**src/rtl/rst_sequencer.sv**
```systemverilog
// ============================================================================
//  Module   : rst_sequencer
//  Purpose  : Reset synchronizer plus timed, staggered per-domain reset release
//             with software-reset re-sequencing. Optional macro
//             RST_SEQUENCER_SW_COUNT_EN enables the saturating sw_rst_count.
//  Revision : 1.0 - initial release
// ============================================================================
`default_nettype none

module rst_sequencer #(
   parameter int NR_OF_DOMAINS_P = 4,
   parameter int SYNC_STAGES_P   = 2,
   parameter int HOLD_CYCLES_P   = 16,
   parameter int STEP_CYCLES_P   = 8
) (
   input  logic                       clk,
   input  logic                       rst_n,
   output logic                       rst_sync_n,
   output logic [NR_OF_DOMAINS_P-1:0] domain_rst_n,
   output logic                       seq_done,
   input  logic                       sw_rst_req,
   output logic                       sw_rst_ack,
   output logic [7:0]                 sw_rst_count
);

   localparam int c_CNT_MAX = (HOLD_CYCLES_P > STEP_CYCLES_P) ? HOLD_CYCLES_P : STEP_CYCLES_P;
   localparam int c_CNT_W   = $clog2(c_CNT_MAX + 1);

   localparam logic [c_CNT_W-1:0]         c_HOLD_LAST = c_CNT_W'(HOLD_CYCLES_P - 1);
   localparam logic [c_CNT_W-1:0]         c_STEP_LAST = c_CNT_W'(STEP_CYCLES_P - 1);
   localparam logic [c_CNT_W-1:0]         c_CNT_ONE   = c_CNT_W'(1);
   localparam logic [NR_OF_DOMAINS_P-1:0] c_DOM_LSB   = NR_OF_DOMAINS_P'(1);

   typedef enum logic [1:0] {
      SYNC_S    = 2'd0,
      ASSERT_S  = 2'd1,
      RELEASE_S = 2'd2,
      RUN_S     = 2'd3
   } state_t;

   logic [SYNC_STAGES_P-1:0]   r_sync;
   state_t                     r_state;
   logic [c_CNT_W-1:0]         r_cnt;
   logic [NR_OF_DOMAINS_P-1:0] r_dom;
   logic                       r_done;
   logic                       r_ack;
   logic [NR_OF_DOMAINS_P-1:0] w_dom_next;

   // Classic async-assert / sync-deassert chain; a constant 1 shifts in.
   always_ff @(posedge clk or negedge rst_n) begin
      if (!rst_n) begin
         r_sync <= '0;
      end else begin
         r_sync <= {r_sync[SYNC_STAGES_P-2:0], 1'b1};
      end
   end

   assign rst_sync_n = r_sync[SYNC_STAGES_P-1];

   // Released domains form a thermometer code growing from bit 0, so the
   // next release is a shift-in of one; the top bit set marks the last step.
   assign w_dom_next = (r_dom << 1) | c_DOM_LSB;

   always_ff @(posedge clk or negedge rst_n) begin
      if (!rst_n) begin
         r_state <= SYNC_S;
         r_cnt   <= '0;
         r_dom   <= '0;
         r_done  <= 1'b0;
         r_ack   <= 1'b0;
      end else begin
         r_ack <= 1'b0;
         case (r_state)
            SYNC_S: begin
               if (rst_sync_n) begin
                  r_state <= ASSERT_S;
                  r_cnt   <= '0;
               end
            end
            ASSERT_S: begin
               if (r_cnt == c_HOLD_LAST) begin
                  r_cnt <= '0;
                  r_dom <= w_dom_next;
                  if (w_dom_next[NR_OF_DOMAINS_P-1]) begin
                     r_state <= RUN_S;
                     r_done  <= 1'b1;
                  end else begin
                     r_state <= RELEASE_S;
                  end
               end else begin
                  r_cnt <= r_cnt + c_CNT_ONE;
               end
            end
            RELEASE_S: begin
               if (r_cnt == c_STEP_LAST) begin
                  r_cnt <= '0;
                  r_dom <= w_dom_next;
                  if (w_dom_next[NR_OF_DOMAINS_P-1]) begin
                     r_state <= RUN_S;
                     r_done  <= 1'b1;
                  end
               end else begin
                  r_cnt <= r_cnt + c_CNT_ONE;
               end
            end
            RUN_S: begin
               if (sw_rst_req) begin
                  r_ack   <= 1'b1;
                  r_dom   <= '0;
                  r_done  <= 1'b0;
                  r_cnt   <= '0;
                  r_state <= ASSERT_S;
               end
            end
            default: begin
               r_state <= SYNC_S;
               r_cnt   <= '0;
            end
         endcase
      end
   end

   assign domain_rst_n = r_dom;
   assign seq_done     = r_done;
   assign sw_rst_ack   = r_ack;

`ifdef RST_SEQUENCER_SW_COUNT_EN
   logic [7:0] r_sw_cnt;

   always_ff @(posedge clk or negedge rst_n) begin
      if (!rst_n) begin
         r_sw_cnt <= 8'h00;
      end else if (r_ack && (r_sw_cnt != 8'hFF)) begin
         r_sw_cnt <= r_sw_cnt + 8'd1;
      end
   end

   assign sw_rst_count = r_sw_cnt;
`else
   assign sw_rst_count = 8'h00;
`endif

endmodule

`default_nettype wire

```
**config.mk**
```make
export PLATFORM = sky130hd
export DESIGN_NAME = rst_sequencer
export DESIGN_NICKNAME = d
export VERILOG_FILES = /design/src/rtl/rst_sequencer.sv
export SDC_FILE = /design/constraint.sdc
export NUM_CORES = 1
export LEC_CHECK = 0
export CAP_MARGIN = 20
export CORE_UTILIZATION = 25
export DETAILED_ROUTE_END_ITERATION = 6
export PLACE_DENSITY = 0.57
export SLEW_MARGIN = 20
export SYNTH_ARGS = -nofsm -noshare
export SYNTH_HDL_FRONTEND = slang
export SYNTH_SLANG_ARGS = --single-unit
```
**constraint.sdc**
```tcl
create_clock -name clk -period 2.3 [get_ports clk]
set_input_delay 0.23 -clock clk [delete_from_list [all_inputs] [get_ports clk]]
set_output_delay 0.23 -clock clk [all_outputs]
set_load 0.02 [all_outputs]
```
# Word-level counts from Yosys, hierarchy flattened
# Cells that the tools add are included.
[word_totals] reg_bits=15 input_bits=3 output_inout_bits=15 elab_cells=45
[op_classes] n_reduce_logical=5 n_addsub=1 mux=23 n_eq_ne=10
[op_table] op="2-to-1 mux 5 bit" n=4
[op_table] op="one-hot mux 5 bit (4 select lines)" n=1
[op_table] op="2-to-1 mux 4 bit" n=3
[op_table] op="one-hot mux 4 bit (3 select lines)" n=1
[op_table] op="2-to-1 mux 2 bit" n=5
[op_table] op="!= test 2 bit (second input constant)" n=5
[op_table] op="one-hot mux 2 bit (4 select lines)" n=1
[op_table] op="2-to-1 mux 1 bit" n=7
[op_table] op="adder 5 x 1 -> 5 bit (second input constant)" n=1
[op_table] op="equality test 5 x 3 -> 1 bit (second input constant)" n=1
[op_table] op="equality test 5 x 4 -> 1 bit (second input constant)" n=1
[op_table] op="AND reduction 5 bit" n=1
[op_table] op="equality test 2 bit (second input constant)" n=2
[op_table] op="AND reduction 4 bit" n=1
[op_table] op="one-hot mux 1 bit (3 select lines)" n=1
[op_table] op="nonzero test 3 bit" n=1
[op_table] op="equality test 2 x 1 -> 1 bit (second input constant)" n=1
[op_table] op="logical NOT 2 bit" n=1
[op_table] op="AND reduction 2 bit" n=1

# Depth between registers and ports, before layout
[depth] depth_word=3 mapped_depth=8

# Least setup slack after synthesis
# OpenSTA, ideal clock, no wires.
[synth_timing] path_kind="reg2reg" start="reg r_cnt[0]" end="reg r_dom[0] (netlist: domain_rst_n[0])" arrival_time_ns=1.779 n_path_buf=1 stages_incl_launch_ff=9 slack_ns=0.396 cell_sequence="dfrtp_1 -> ha_1 -> nand3_1 -> inv_1 -> ha_1 -> o22ai_2 -> or3_1 -> buf_6 -> mux2_4"
[synth_between] elab_chain_len=3 word_cells_on_any_way=5
[synth_lines] element="start, declared" line="43" source="logic [c_CNT_W-1:0] r_cnt;"
[synth_lines] element="start signal, assigned" line="91" source="r_cnt <= r_cnt + c_CNT_ONE;"
[synth_lines] element="start signal, assigned" line="103" source="r_cnt <= r_cnt + c_CNT_ONE;"
[synth_lines] element="equality test 5 x 3 -> 1 bit or equality test 5 x 4 -> 1 bit (tied branches)" line="95, 81"
[synth_lines] element="!= test 2 bit (no source line)"
[synth_lines] element="AND reduction 4 bit (no source line) *"
[synth_lines] element="end signal, assigned" line="83" source="r_dom <= w_dom_next;"
[synth_lines] element="end signal, assigned" line="97" source="r_dom <= w_dom_next;"
[synth_lines] element="end, declared" line="44" source="logic [NR_OF_DOMAINS_P-1:0] r_dom;"
# Every way passes the cells marked *; elsewhere a longest branch is shown, timed or not.
# A chain may end at the register's enable or synchronous reset.

# Worst setup path after layout
[layout_timing] start="reg r_cnt[0]" end="reg r_dom[1] (netlist: domain_rst_n[1])"
# The elaborated chain is that of the path after synthesis.

==> reports/qor.log <==
INFO  die            die_h=61.0um
INFO  yosys          dominantRegCellSynth=dfrtp_1
INFO  yosys          postSynthCellCount=84
INFO  placed_design  numPortBuffers=9
INFO  setup_path     critPathLaunchType=register
INFO  yosys          synth_area_per_cell=10.4um^2
INFO  global_routing groute.usage.overall=9.97%
INFO  clock_network  clock_insertion_delay_worst_skew=0.29ns
INFO  yosys          synth.ff_latch_count=15
INFO  global_routing global_route_wire_length_before_repair=2710um
INFO  route          route.vias.total=600
INFO  pwr            irDropWorstVdd=736uV
INFO  timing         max_freq=482MHz
INFO  final_layout   final_util=30.0%
INFO  yosys          seq_area_frac_synth=43.2%
INFO  setup_path     timing.reg2reg.worst_path_depth=7
INFO  die            start_util=26.1%
INFO  setup_path     crit-reg2reg-capture=domain_rst_n[1]
INFO  placed_design  placed_cell_area=972um^2
INFO  final_layout   layout.cells.most_common_list=15 x dfrtp_1, 10 x inv_1, 9 x conb_1, 9 x clkdlybuf4s50_1, 7 x ha_1
INFO  route          viasPerCell=4.26
INFO  route          wirelength=1490um
INFO  route          routed_wire_length_per_instance=10.6um
INFO  timing         final_worst_clock_skew=0.0116ns
INFO  setup_path     worst_setup_path_end_kind=register
INFO  global_routing vias_in_the_first_global_route=627
INFO  timing         report.final.hold_viol_count=0
INFO  clock_network  cts-resized-gates=0
INFO  pwr            total_power=1.28mW
INFO  yosys          async_reset_ff_share=100%
INFO  clock_network  cts_setup_buffers=0
INFO  die            pin_count=18
INFO  final_layout   mostFrequentLayoutCell=dfrtp_1
INFO  setup_path     criticalPathCategory=register to register
INFO  route          drt_iter0_drc=3
INFO  clock_network  cts_max_level=1
INFO  setup_path     crit_arrival=2.25ns
INFO  final_layout   final_net_count=106
INFO  pwr            p_leak=0.475nW
INFO  yosys          synth.lib_cells_used.distinct=30
INFO  die            fp.dieW=61.0um
INFO  timing         slew-limit-headroom=53.8%
INFO  route          drt.antenna.violating_nets=0
INFO  clock_network  cts_num_sinks=15
INFO  route          drc=0
INFO  placed_design  dp_cells=137
INFO  yosys          synth_top_cells_by_area=dfrtp_1 43%, ha_1 10%, buf_4 6.9%
INFO  clock_network  cts_root_buf=clkbuf_4
INFO  final_layout   insertedDiodeCount=0
INFO  clock_network  tritoncts=built
INFO  yosys          yosys_warnings=0
INFO  pwr            powerDensity=1280nW/um^2
INFO  outcome        status=completed
INFO  yosys          most_area_hungry_cell_type_in_the_yosys_netlist=dfrtp_1
INFO  global_routing antenna_found_initial=0
INFO  placed_design  detailed_place_hpwl=1130um
INFO  hold_path      worst_hold_path_type=primary input to asynchronous set/reset pin
INFO  final_layout   postLayoutCellArea=1000um^2
INFO  timing         report.final.setup_viol=0
INFO  yosys          synthDominantCellAreaShare=43.2%
INFO  yosys          synth-edff-count=0
INFO  timing         drv_slew=0
INFO  final_layout   flow.area_growth_from_synthesis=15.0%
INFO  setup_path     critical_path.reg2reg.startpoint=r_cnt[0]
INFO  die            design.core.area=3340um^2
INFO  timing         layout_min_cycle_time=2.08ns
INFO  timing         worst-slew-pin-transition=0.690ns
INFO  final_layout   post_route_cells_drive_above_1_share=10.5%
INFO  final_layout   layout.filler_cells=354
INFO  clock_network  cts_hold_buf=0
INFO  die            floorplan.rows=21
INFO  clock_network  ctsLongestPathBuffers=2
INFO  global_routing grt_max_degree=16
INFO  timing         rsz_0062_raised_after_global_routing=no
INFO  route          drt-pass1-iter-count=2
INFO  clock_network  clkTransAtPathRegs=0.10ns
INFO  global_routing gr-total-overflow=0
INFO  job            maxCapViolCount=0
INFO  setup_path     worstPathMaxFanout=7
INFO  timing         tns=0ns
INFO  clock_network  cts-buffers-inserted=3
INFO  placed_design  gp_routability_congestion=0.770
INFO  setup_path     r2r_slack=0.22ns
INFO  timing         finalCritPeriodShare=90.3%
INFO  die            die_area=3720um^2
INFO  setup_path     worst-endpoint-required=2.47ns
INFO  final_layout   post_layout_nonfiller_instances=141
INFO  yosys          netlist_area=870um^2
## final cells by class
type | count | area [um^2] | share of cell area [%]
multi-input combinational | 57 | 412 | 41.2
sequential | 15 | 375 | 37.5
timing repair buffer | 9 | 90.1 | 9.01
tap | 46 | 57.6 | 5.76
inverter | 10 | 37.5 | 3.75
clock buffer | 3 | 22.5 | 2.25
clock inverter | 1 | 5.00 | 0.501
## how the worst max path moves through the flow
| stage | start | endpoint | slack (ns) | depth (start not counted) |
|---|---|---|---|---|
| global placement | r_cnt[0] | domain_rst_n[1] | 0.32 | 7 |
| floorplan | r_cnt[0] | domain_rst_n[0] | 0.40 | 8 |
| CTS | r_cnt[0] | domain_rst_n[1] | 0.23 | 7 |
| detailed placement | r_cnt[0] | domain_rst_n[0] | 0.26 | 7 |
| finish | r_cnt[0] | domain_rst_n[1] | 0.22 | 7 |
| global route | r_cnt[0] | domain_rst_n[1] | 0.11 | 7 |
## synth_stat cells, types with 2 or more instances
cell	count
a21o_1	2
buf_4	8
conb_1	2
dfrtp_1	15
ha_1	7
inv_1	10
mux2_2	2
mux2_4	2
nand2_1	5
nand3_1	5
nor2b_1	3
o21ai_0	5
## registers in the layout, indices dropped and copies added, names as in the netlist
register and cells:
seq_done 1, r_state 2, r_cnt 5, sw_rst_ack 1, r_sync 2, domain_rst_n 4
## cells by family after synthesis
logic type	after synthesis	synth area share (%)
adders and majority gates	7	10.1
AOI/OAI and AO/OA	16	13.2
DFF	15	43.2
buffers and inverters	19	12.5
and+or+nand+nor	20	13.0
other	2	0.864
muxes	5	7.19
## critical path, cell delays in order, from the launching register on
cell     delay, ns
dfrtp_1       0.39
ha_1          0.22
nand3_1       0.12
inv_1         0.07
ha_1          0.17
o22ai_2       0.13
or3_1         0.51
mux2_4        0.33
## report_power, final
group	total, mW	leakage (nW)	internal, mW	switching, mW
clock network	0.154	0.0177	0.0645	0.0891
registers	0.402	0.188	0.347	0.0547
logic	0.721	0.269	0.333	0.388
total	1.28	0.475	0.745	0.532
## layer usage
layer	track usage (%)	routed length [um]	vias up	share of wire [%]
met5	0	0	-	0
met4	4.87	19	0	1.3
met3	1.28	45	2	3.0
met2	16.5	697	14	47
met1	12.9	728	291	49
li1	-	-	293	-
## per-stage QoR
stage          worst slack, ns  hold slack (ns)
6_report                 0.223            0.346
5_1_grt                  0.108            0.375
4_1_cts                  0.229            0.373
3_5_place_dp             0.261            0.349
3_3_place_gp             0.317            0.339
2_1_floorplan            0.396          -0.0656
Note: power is estimated with default switching activity, not from simulation.
